File: src/rtl/lib_arb_rr_pkt.sv
// Packet-aware round-robin arbiter: a grant is held from the first beat to the beat with last set.
// Define LIB_ARB_RR_PKT_OUT_REG_EN to add a one-entry output register; the default build is combinational.
module lib_arb_rr_pkt #(
    parameter int PORTS_NUMBER = 4,
    parameter int WIDTH        = 8
) (
    input  logic                    clk,
    input  logic                    rstn,
    input  logic [PORTS_NUMBER-1:0] vld_i,
    input  logic [WIDTH-1:0]        data_i [PORTS_NUMBER-1:0],
    input  logic [PORTS_NUMBER-1:0] last_i,
    output logic [PORTS_NUMBER-1:0] rdy_o,
    output logic                    vld_o,
    output logic [WIDTH-1:0]        data_o,
    output logic                    last_o,
    input  logic                    rdy_i,
    output logic [PORTS_NUMBER-1:0] grant_o,
    output logic                    busy_o
);

    typedef enum logic {
        ST_IDLE = 1'b0,
        ST_LOCK = 1'b1
    } state_t;

    state_t                  state_q, state_d;
    logic [PORTS_NUMBER-1:0] base_q, base_d;
    logic [PORTS_NUMBER-1:0] lock_grant_q, lock_grant_d;

    logic [PORTS_NUMBER-1:0] mask_hi;
    logic [PORTS_NUMBER-1:0] req_hi;
    logic [PORTS_NUMBER-1:0] req_pick;
    logic [PORTS_NUMBER-1:0] rr_grant;
    logic [PORTS_NUMBER-1:0] grant;

    logic                    sel_vld;
    logic [WIDTH-1:0]        sel_data;
    logic                    sel_last;
    logic                    int_rdy;
    logic                    accept;

    function automatic logic [PORTS_NUMBER-1:0] rotl1(input logic [PORTS_NUMBER-1:0] v);
        return {v[PORTS_NUMBER-2:0], v[PORTS_NUMBER-1]};
    endfunction

    // Lowest requester at or above base; if none, lowest requester overall (the wrap).
    always_comb begin
        mask_hi  = ~(base_q - {{(PORTS_NUMBER-1){1'b0}}, 1'b1});
        req_hi   = vld_i & mask_hi;
        req_pick = (req_hi != '0) ? req_hi : vld_i;
        rr_grant = req_pick & (~req_pick + {{(PORTS_NUMBER-1){1'b0}}, 1'b1});
    end

    always_comb begin
        grant = rr_grant;
        if (state_q == ST_LOCK) begin
            grant = lock_grant_q;
        end
    end

    always_comb begin
        sel_data = '0;
        sel_last = 1'b0;
        for (int i = 0; i < PORTS_NUMBER; i++) begin
            if (grant[i]) begin
                sel_data = sel_data | data_i[i];
                sel_last = sel_last | last_i[i];
            end
        end
        sel_vld = |(vld_i & grant);
    end

    assign accept = sel_vld & int_rdy;

    // Ready goes only to the granted port while it presents a beat, so a paused lock owner sees 0.
    assign rdy_o   = grant & vld_i & {PORTS_NUMBER{int_rdy}};
    assign grant_o = grant;
    assign busy_o  = (state_q == ST_LOCK);

    always_comb begin
        state_d      = state_q;
        base_d       = base_q;
        lock_grant_d = lock_grant_q;
        case (state_q)
            ST_IDLE: begin
                if (accept) begin
                    if (sel_last) begin
                        base_d = rotl1(grant);
                    end else begin
                        state_d      = ST_LOCK;
                        lock_grant_d = grant;
                    end
                end
            end
            ST_LOCK: begin
                if (accept && sel_last) begin
                    state_d      = ST_IDLE;
                    base_d       = rotl1(lock_grant_q);
                    lock_grant_d = '0;
                end
            end
            default: begin
                state_d      = ST_IDLE;
                base_d       = {{(PORTS_NUMBER-1){1'b0}}, 1'b1};
                lock_grant_d = '0;
            end
        endcase
    end

    always_ff @(posedge clk or negedge rstn) begin
        if (!rstn) begin
            state_q      <= ST_IDLE;
            base_q       <= {{(PORTS_NUMBER-1){1'b0}}, 1'b1};
            lock_grant_q <= '0;
        end else begin
            state_q      <= state_d;
            base_q       <= base_d;
            lock_grant_q <= lock_grant_d;
        end
    end

`ifdef LIB_ARB_RR_PKT_OUT_REG_EN
    logic             out_vld_q;
    logic [WIDTH-1:0] out_data_q;
    logic             out_last_q;

    // The slot can accept a new beat when empty or when its current beat leaves this cycle.
    assign int_rdy = ~out_vld_q | rdy_i;

    always_ff @(posedge clk or negedge rstn) begin
        if (!rstn) begin
            out_vld_q  <= 1'b0;
            out_data_q <= '0;
            out_last_q <= 1'b0;
        end else if (accept) begin
            out_vld_q  <= 1'b1;
            out_data_q <= sel_data;
            out_last_q <= sel_last;
        end else if (rdy_i) begin
            out_vld_q  <= 1'b0;
        end
    end

    assign vld_o  = out_vld_q;
    assign data_o = out_data_q;
    assign last_o = out_last_q;
`else
    assign int_rdy = rdy_i;
    assign vld_o   = sel_vld;
    assign data_o  = sel_data;
    assign last_o  = sel_last;
`endif

endmodule

File: config.mk
export PLATFORM = sky130hd
export DESIGN_NAME = lib_arb_rr_pkt
export DESIGN_NICKNAME = d
export VERILOG_FILES = /design/src/rtl/lib_arb_rr_pkt.sv
export SDC_FILE = /design/constraint.sdc
export NUM_CORES = 1
export LEC_CHECK = 0
export ABC_AREA = 1
export CORE_UTILIZATION = 39
export DETAILED_ROUTE_END_ITERATION = 6
export HOLD_SLACK_MARGIN = 0.08
export PLACE_DENSITY_LB_ADDON = 0.3
export SLEW_MARGIN = 20
export SYNTH_ARGS = -nofsm -noshare
export SYNTH_HDL_FRONTEND = slang
export SYNTH_SLANG_ARGS = --single-unit
export TNS_END_PERCENT = 1
File: constraint.sdc
create_clock -name clk -period 5.3 [get_ports clk]
set_input_delay 0.53 -clock clk [delete_from_list [all_inputs] [get_ports clk]]
set_output_delay 0.53 -clock clk [all_outputs]
set_load 0.03 [all_outputs]
Word level (Yosys, flattened, before mapping)
Cells that the tools add are included.

word-level totals
  flip-flop bits (word level) = 9
  latch bits = 0
  RAM bits = 0
  ROM bits = 0
  input bits = 43
  output and inout port bits = 19
  memories = 0

cells by class
  $add $sub $neg = 2
  multiply operators = 0
  divide/modulo/power cells = 0
  magnitude comparators = 0
  equality and inequality tests = 4
  shifts and indexed selects = 0
  mux-type cells = 22
  bitwise logic cells = 14
  reduce and logical (&&, ||, !) cells = 5

operators with widths
  operator                                          count
  two-way mux 4 bit                                 8
  two-way mux 8 bit                                 4
  bitwise OR 8 bit                                  3
  AND 4 bit                                         4
  one-hot mux 4 bit (2 select lines)                2
  NOT 4 bit                                         2
  two-way mux 1 bit                                 7
  != test 2 bit, second input constant              3
  AND reduction 3 bit                               2
  adder 4 x 1 -> 4 bit, second input constant       1
  nonzero test 4 bit                                1
  OR reduction 4 bit                                1
  subtractor 4 x 1 -> 4 bit, second input constant  1
  bitwise OR 1 bit                                  3
  != test 2 x 1 -> 1 bit, second input constant     1
  one-hot mux 1 bit (2 select lines)                1
  AND 1 bit                                         1
  logical AND 1 bit                                 1
  NOT 1 bit                                         1

Logic depth before layout (Yosys ltp)
  depth after elaboration = 19
  gate-level depth with buffers = 21
  mapped depth without buffers = 21

Worst setup path before layout
OpenSTA, ideal clock, no wires.

  path kind = flip-flop to output port
  from = register base_q[0]
  to = output data_o[0]
  arrival time = 2,373 ps
  required time = 4,770 ps
  path slack = 2,397 ps
  cell stages (with the launch flop) = 17
  path buffers = 1
  cells stage by stage = dfstp_2 > inv_2 > ha_1 > nand2_1 > nand2_1 > inv_1 > nand2_1 > inv_2 > nand2_1 > nand2_1 > nand2_1 > nor2_1 > nand2_1 > nand2_2 > clkbuf_1 > nand2_1 > nand3_1

between the ends
  elaborated cells on any way between the ends = 16

RTL lines
  item                           line  text
  start, declared                27    logic [PORTS_NUMBER-1:0] base_q, base_d;
  start signal, assigned         113   base_q <= {{(PORTS_NUMBER-1){1'b0}}, 1'b1};
  start signal, assigned         117   base_q <= base_d;
  subtractor 4 x 1 -> 4 bit (*)  48    mask_hi = ~(base_q - {{(PORTS_NUMBER-1){1'b0}}, 1'b1});
  NOT 4 bit (*)                  48
  AND 4 bit (*)                  49    req_hi = vld_i & mask_hi;
  nonzero test 4 bit             50    req_pick = (req_hi != '0) ? req_hi : vld_i;
  two-way mux 4 bit (*)          50
  NOT 4 bit                      51    rr_grant = req_pick & (~req_pick + {{(PORTS_NUMBER-1){1'b0}}, 1'b1});
  adder 4 x 1 -> 4 bit           51
  AND 4 bit (*)                  51
  two-way mux 4 bit (*)          56    if (state_q == ST_LOCK) begin
  named net grant_o[2]           17    output logic [PORTS_NUMBER-1:0] grant_o,
  two-way mux 8 bit (*)          65    if (grant[i]) begin
  bitwise OR 8 bit               66    sel_data = sel_data | data_i[i];
  two-way mux 8 bit (*)          65
  end, declared                  14    output logic [WIDTH-1:0] data_o,

Mark *: on every way through the listed nets, which the timed path passes. The rest lies on a longest branch.

Final worst setup path
  from = register base_q[0]
  to = output last_o

between the ends
  cells in the longest elaborated chain, start to end = 16

RTL lines
  item                           line  text
  subtractor 4 x 1 -> 4 bit (*)  48
  NOT 4 bit (*)                  48
  AND 4 bit (*)                  49
  nonzero test 4 bit             50
  two-way mux 4 bit (*)          50
  NOT 4 bit                      51
  adder 4 x 1 -> 4 bit           51
  AND 4 bit (*)                  51
  two-way mux 4 bit (*)          56
  two-way mux 1 bit              65
  bitwise OR 1 bit               67    sel_last = sel_last | last_i[i];
  two-way mux 1 bit              65
  bitwise OR 1 bit               67
  two-way mux 1 bit              65
  bitwise OR 1 bit               67
  two-way mux 1 bit (*)          65
  end, declared                  15    output logic last_o,

Every way passes the cells marked *; elsewhere a longest branch is shown, timed or not.

==> flow_summary_export.csv <==
group,metric,value,unit
clock_network,cts_buffer_depth,2,
power_and_ir_drop,p_switching,0.000463,W
clock_network,cts.htree.levels,1,
timing,slew_violations,0,
floorplanning,die_y,51.6,um
worst_setup_path,path_class,"flop to primary output",
logic_synthesis,seq_area_frac_synth,23.6,%
worst_setup_path,arrival,3.11,ns
layout,area_growth,67.8,%
worst_setup_path,cp-end-kind,"primary output",
power_and_ir_drop,switching_share,54.5,%
logic_synthesis,syn-num-nets,189,
power_and_ir_drop,power_frac_comb,79.7,%
route,first_pass_iters,4,
timing,setup_tns,0,ns
timing,hold_viol_final,0,
run,cap_violations,0,
global_routing,first_global_vias,1135,
floorplanning,rows,17,
timing,fmax,274,MHz
timing,finalCritPeriodShare,68.7,%
logic_synthesis,netlist_instances,145,
power_and_ir_drop,power,0.000850,W
floorplanning,dieArea,0.00266,mm2
power_and_ir_drop,power_density,529,mW/mm2
power_and_ir_drop,intPower,0.000387,W
timing,slew_headroom,73.1,%
global_routing,grt_max_degree,13,
floorplanning,die_w,51.6,um
floorplanning,core-area,0.00225,mm2
clock_network,postCtsSetupBuffers,0,
status,status,"finished clean",
timing,final-setup-viol-count,0,
logic_synthesis,syn_area_per_cell,6.61,um2
place,gp_congestion,0.907,
floorplanning,start_util,42.5,%
global_routing,grt_usage,26.1,%
timing,tightestPinTransition,0.403,ns
route,drc,0,
clock_network,cts-buffers-inserted,3,
logic_synthesis,synth.distinct_cells,21,
route,wl_per_cell,13.7,um
layout,fill_cells,184,
power_and_ir_drop,vdd_drop_max,0.332,mV
power_and_ir_drop,p_leak,0.782,nW
worst_setup_path,cp.required,4.77,ns
place,dp_hpwl,2670,um
layout,antenna_cells,0,
layout,nets,251,
clock_network,cts_resized,0,
power_and_ir_drop,seqPwrFrac,14.3,%
route,antenna_left,0,
worst_setup_path,r2r_setup_slack,2.61,ns
logic_synthesis,yosys_warnings,0,
clock_network,cts_tree,"built",
timing,fin_skew,0.00117,ns
power_and_ir_drop,clockPowerShare,6.0,%
place,portBuffers,61,
layout,drive_gt1_share,18.4,%
worst_setup_path,critPathMaxFanout,12,
clock_network,clock_latency,0.25,ns
clock_network,clkSinkCount,9,
logic_synthesis,ys_ff_latch,9,
global_routing,antenna_found_initial,0,
timing,finalCriticalPeriod,3.64,ns
timing,rsz0062_at_grt,"no",
worst_hold_path,min_path_type,"flop to flop",
route,via_count,1154,
logic_synthesis,synth_area,958,um2
route,drtIter0Drc,28,
global_routing,grt_pass1_wl,5180,um
clock_network,path_clk_slew,0.06,ns
worst_setup_path,startpoint_type,"flop",
floorplanning,ios,62,
clock_network,ctsHoldBuffers,0,
clock_network,cts-root-buf,"clkbuf_4",
route,viasPerCell,4.93,
global_routing,grt_overflow,0,
route,wirelength,3200,um
[cell usage in the layout, fill, tap and decap left out, drive strengths merged, types with 2 or more instances in the layout]
| cell | n |
|---|---|
| a21oi | 3 |
| nand2 | 64 |
| o21ai | 2 |
| inv | 16 |
| dfrtp | 8 |
| nor2 | 14 |
| clkbuf | 4 |
| a22oi | 8 |
| clkdlybuf4s50 | 61 |
| nand3 | 22 |
[layer usage]
| layer | up-vias | part of all wire (%) | track usage [%] |
|---|---|---|---|
| met3 | 2 | 4.6 | 3.51 |
| met1 | 530 | 40 | 32.4 |
| met4 | 0 | 0.66 | 11.3 |
| met5 | - | 0 | 0 |
| li1 | 587 | - | - |
| met2 | 35 | 55 | 45.0 |
[through the flow]
stage	hold slack, ns	area (um2)	setup WS (ns)	cells	util [%]
after global routing	0.551	1610	1.41	234	71.3
after floorplan	0.234	958	2.40	145	-
final	0.508	1610	1.66	234	71.3
after detailed placement	0.499	1580	1.76	230	70.1
after global placement	0.484	1580	1.82	230	70.1
after CTS	0.510	1610	1.66	234	71.3
[path summary, 6_finish.rpt]
check | to | from | cells after the start
worst min-delay path | base_q[0]$_DFFE_PN1P_ | base_q[0]$_DFFE_PN1P_ | 2
worst min register to register | base_q[0]$_DFFE_PN1P_ | base_q[0]$_DFFE_PN1P_ | 2
min in group asynchronous | base_q[3]$_DFFE_PN0P_ | rstn | 1
max in group asynchronous | base_q[0]$_DFFE_PN1P_ | rstn | 1
worst max-delay path | last_o | base_q[0]$_DFFE_PN1P_ | 16
worst max register to register | lock_grant_q[2]$_DFFE_PN0P_ | base_q[0]$_DFFE_PN1P_ | 21
[power by group through the flow]
stage / Clock, W / Combinational (W) / Sequential [W]
2_1_floorplan: 0 / 0.000448 / 0.000124
3_3_place_gp: 0 / 0.000657 / 0.000121
3_5_place_dp: 0 / 0.000680 / 0.000123
5_1_grt: 0.0000587 / 0.000733 / 0.000125
4_1_cts: 0.0000535 / 0.000681 / 0.000122
6_report: 0.0000511 / 0.000678 / 0.000122
[flip-flops by register name (all words and copies together) (netlist names)]
name / cells
lock_grant_q: 4
base_q: 4
busy_o: 1
[layout make-up]
cell class / instances / area [um2] / share of cell area, %
tap: 28 / 35.0 / 2.18
multi-input combinational: 116 / 649 / 40.4
sequential: 9 / 226 / 14.1
clock buffer: 4 / 26.3 / 1.63
timing repair buffer: 61 / 611 / 38.0
inverter: 16 / 60.1 / 3.74
[cells in the mapped netlist (all sizes together)]
cell | n | area (um2)
dfstp | 1 | 26.3
ha | 1 | 12.5
inv | 16 | 60.1
a22oi | 8 | 60.1
or2 | 1 | 6.26
clkbuf | 3 | 11.3
dfrtp | 8 | 200
o21ai | 2 | 10.0
nand4 | 1 | 21.3
a21oi | 3 | 15.0
buf | 1 | 11.3
nand2 | 64 | 298
nand3 | 22 | 140
nor2 | 14 | 86.3
[kinds of logic (layout without fill, tap and decap cells)]
logic type / count (synthesis) / in the layout / share of synthesized area [%]
and+or+nand+nor: 102 / 102 / 57.6
buffers and inverters: 20 / 81 / 8.62
AOI/OAI and AO/OA: 13 / 13 / 8.88
DFF: 9 / 9 / 23.6
adders and majority gates: 1 / 1 / 1.31
[critical path: stages (launching register included)]
cell             delay (ns)
dfstp_2                0.54
inv_2                  0.05
ha_1                   0.29
nand2_1                0.10
nand2_1                0.06
inv_1                  0.05
nand2_1                0.07
inv_2                  0.10
nand2_1                0.05
nand2_1                0.06
nand2_1                0.06
nor2_1                 0.09
nand2_1                0.10
nand2_2                0.24
nand2_1                0.14
nand4_4                0.15
clkdlybuf4s50_1        0.69
(Power assumes the default switching activity.)
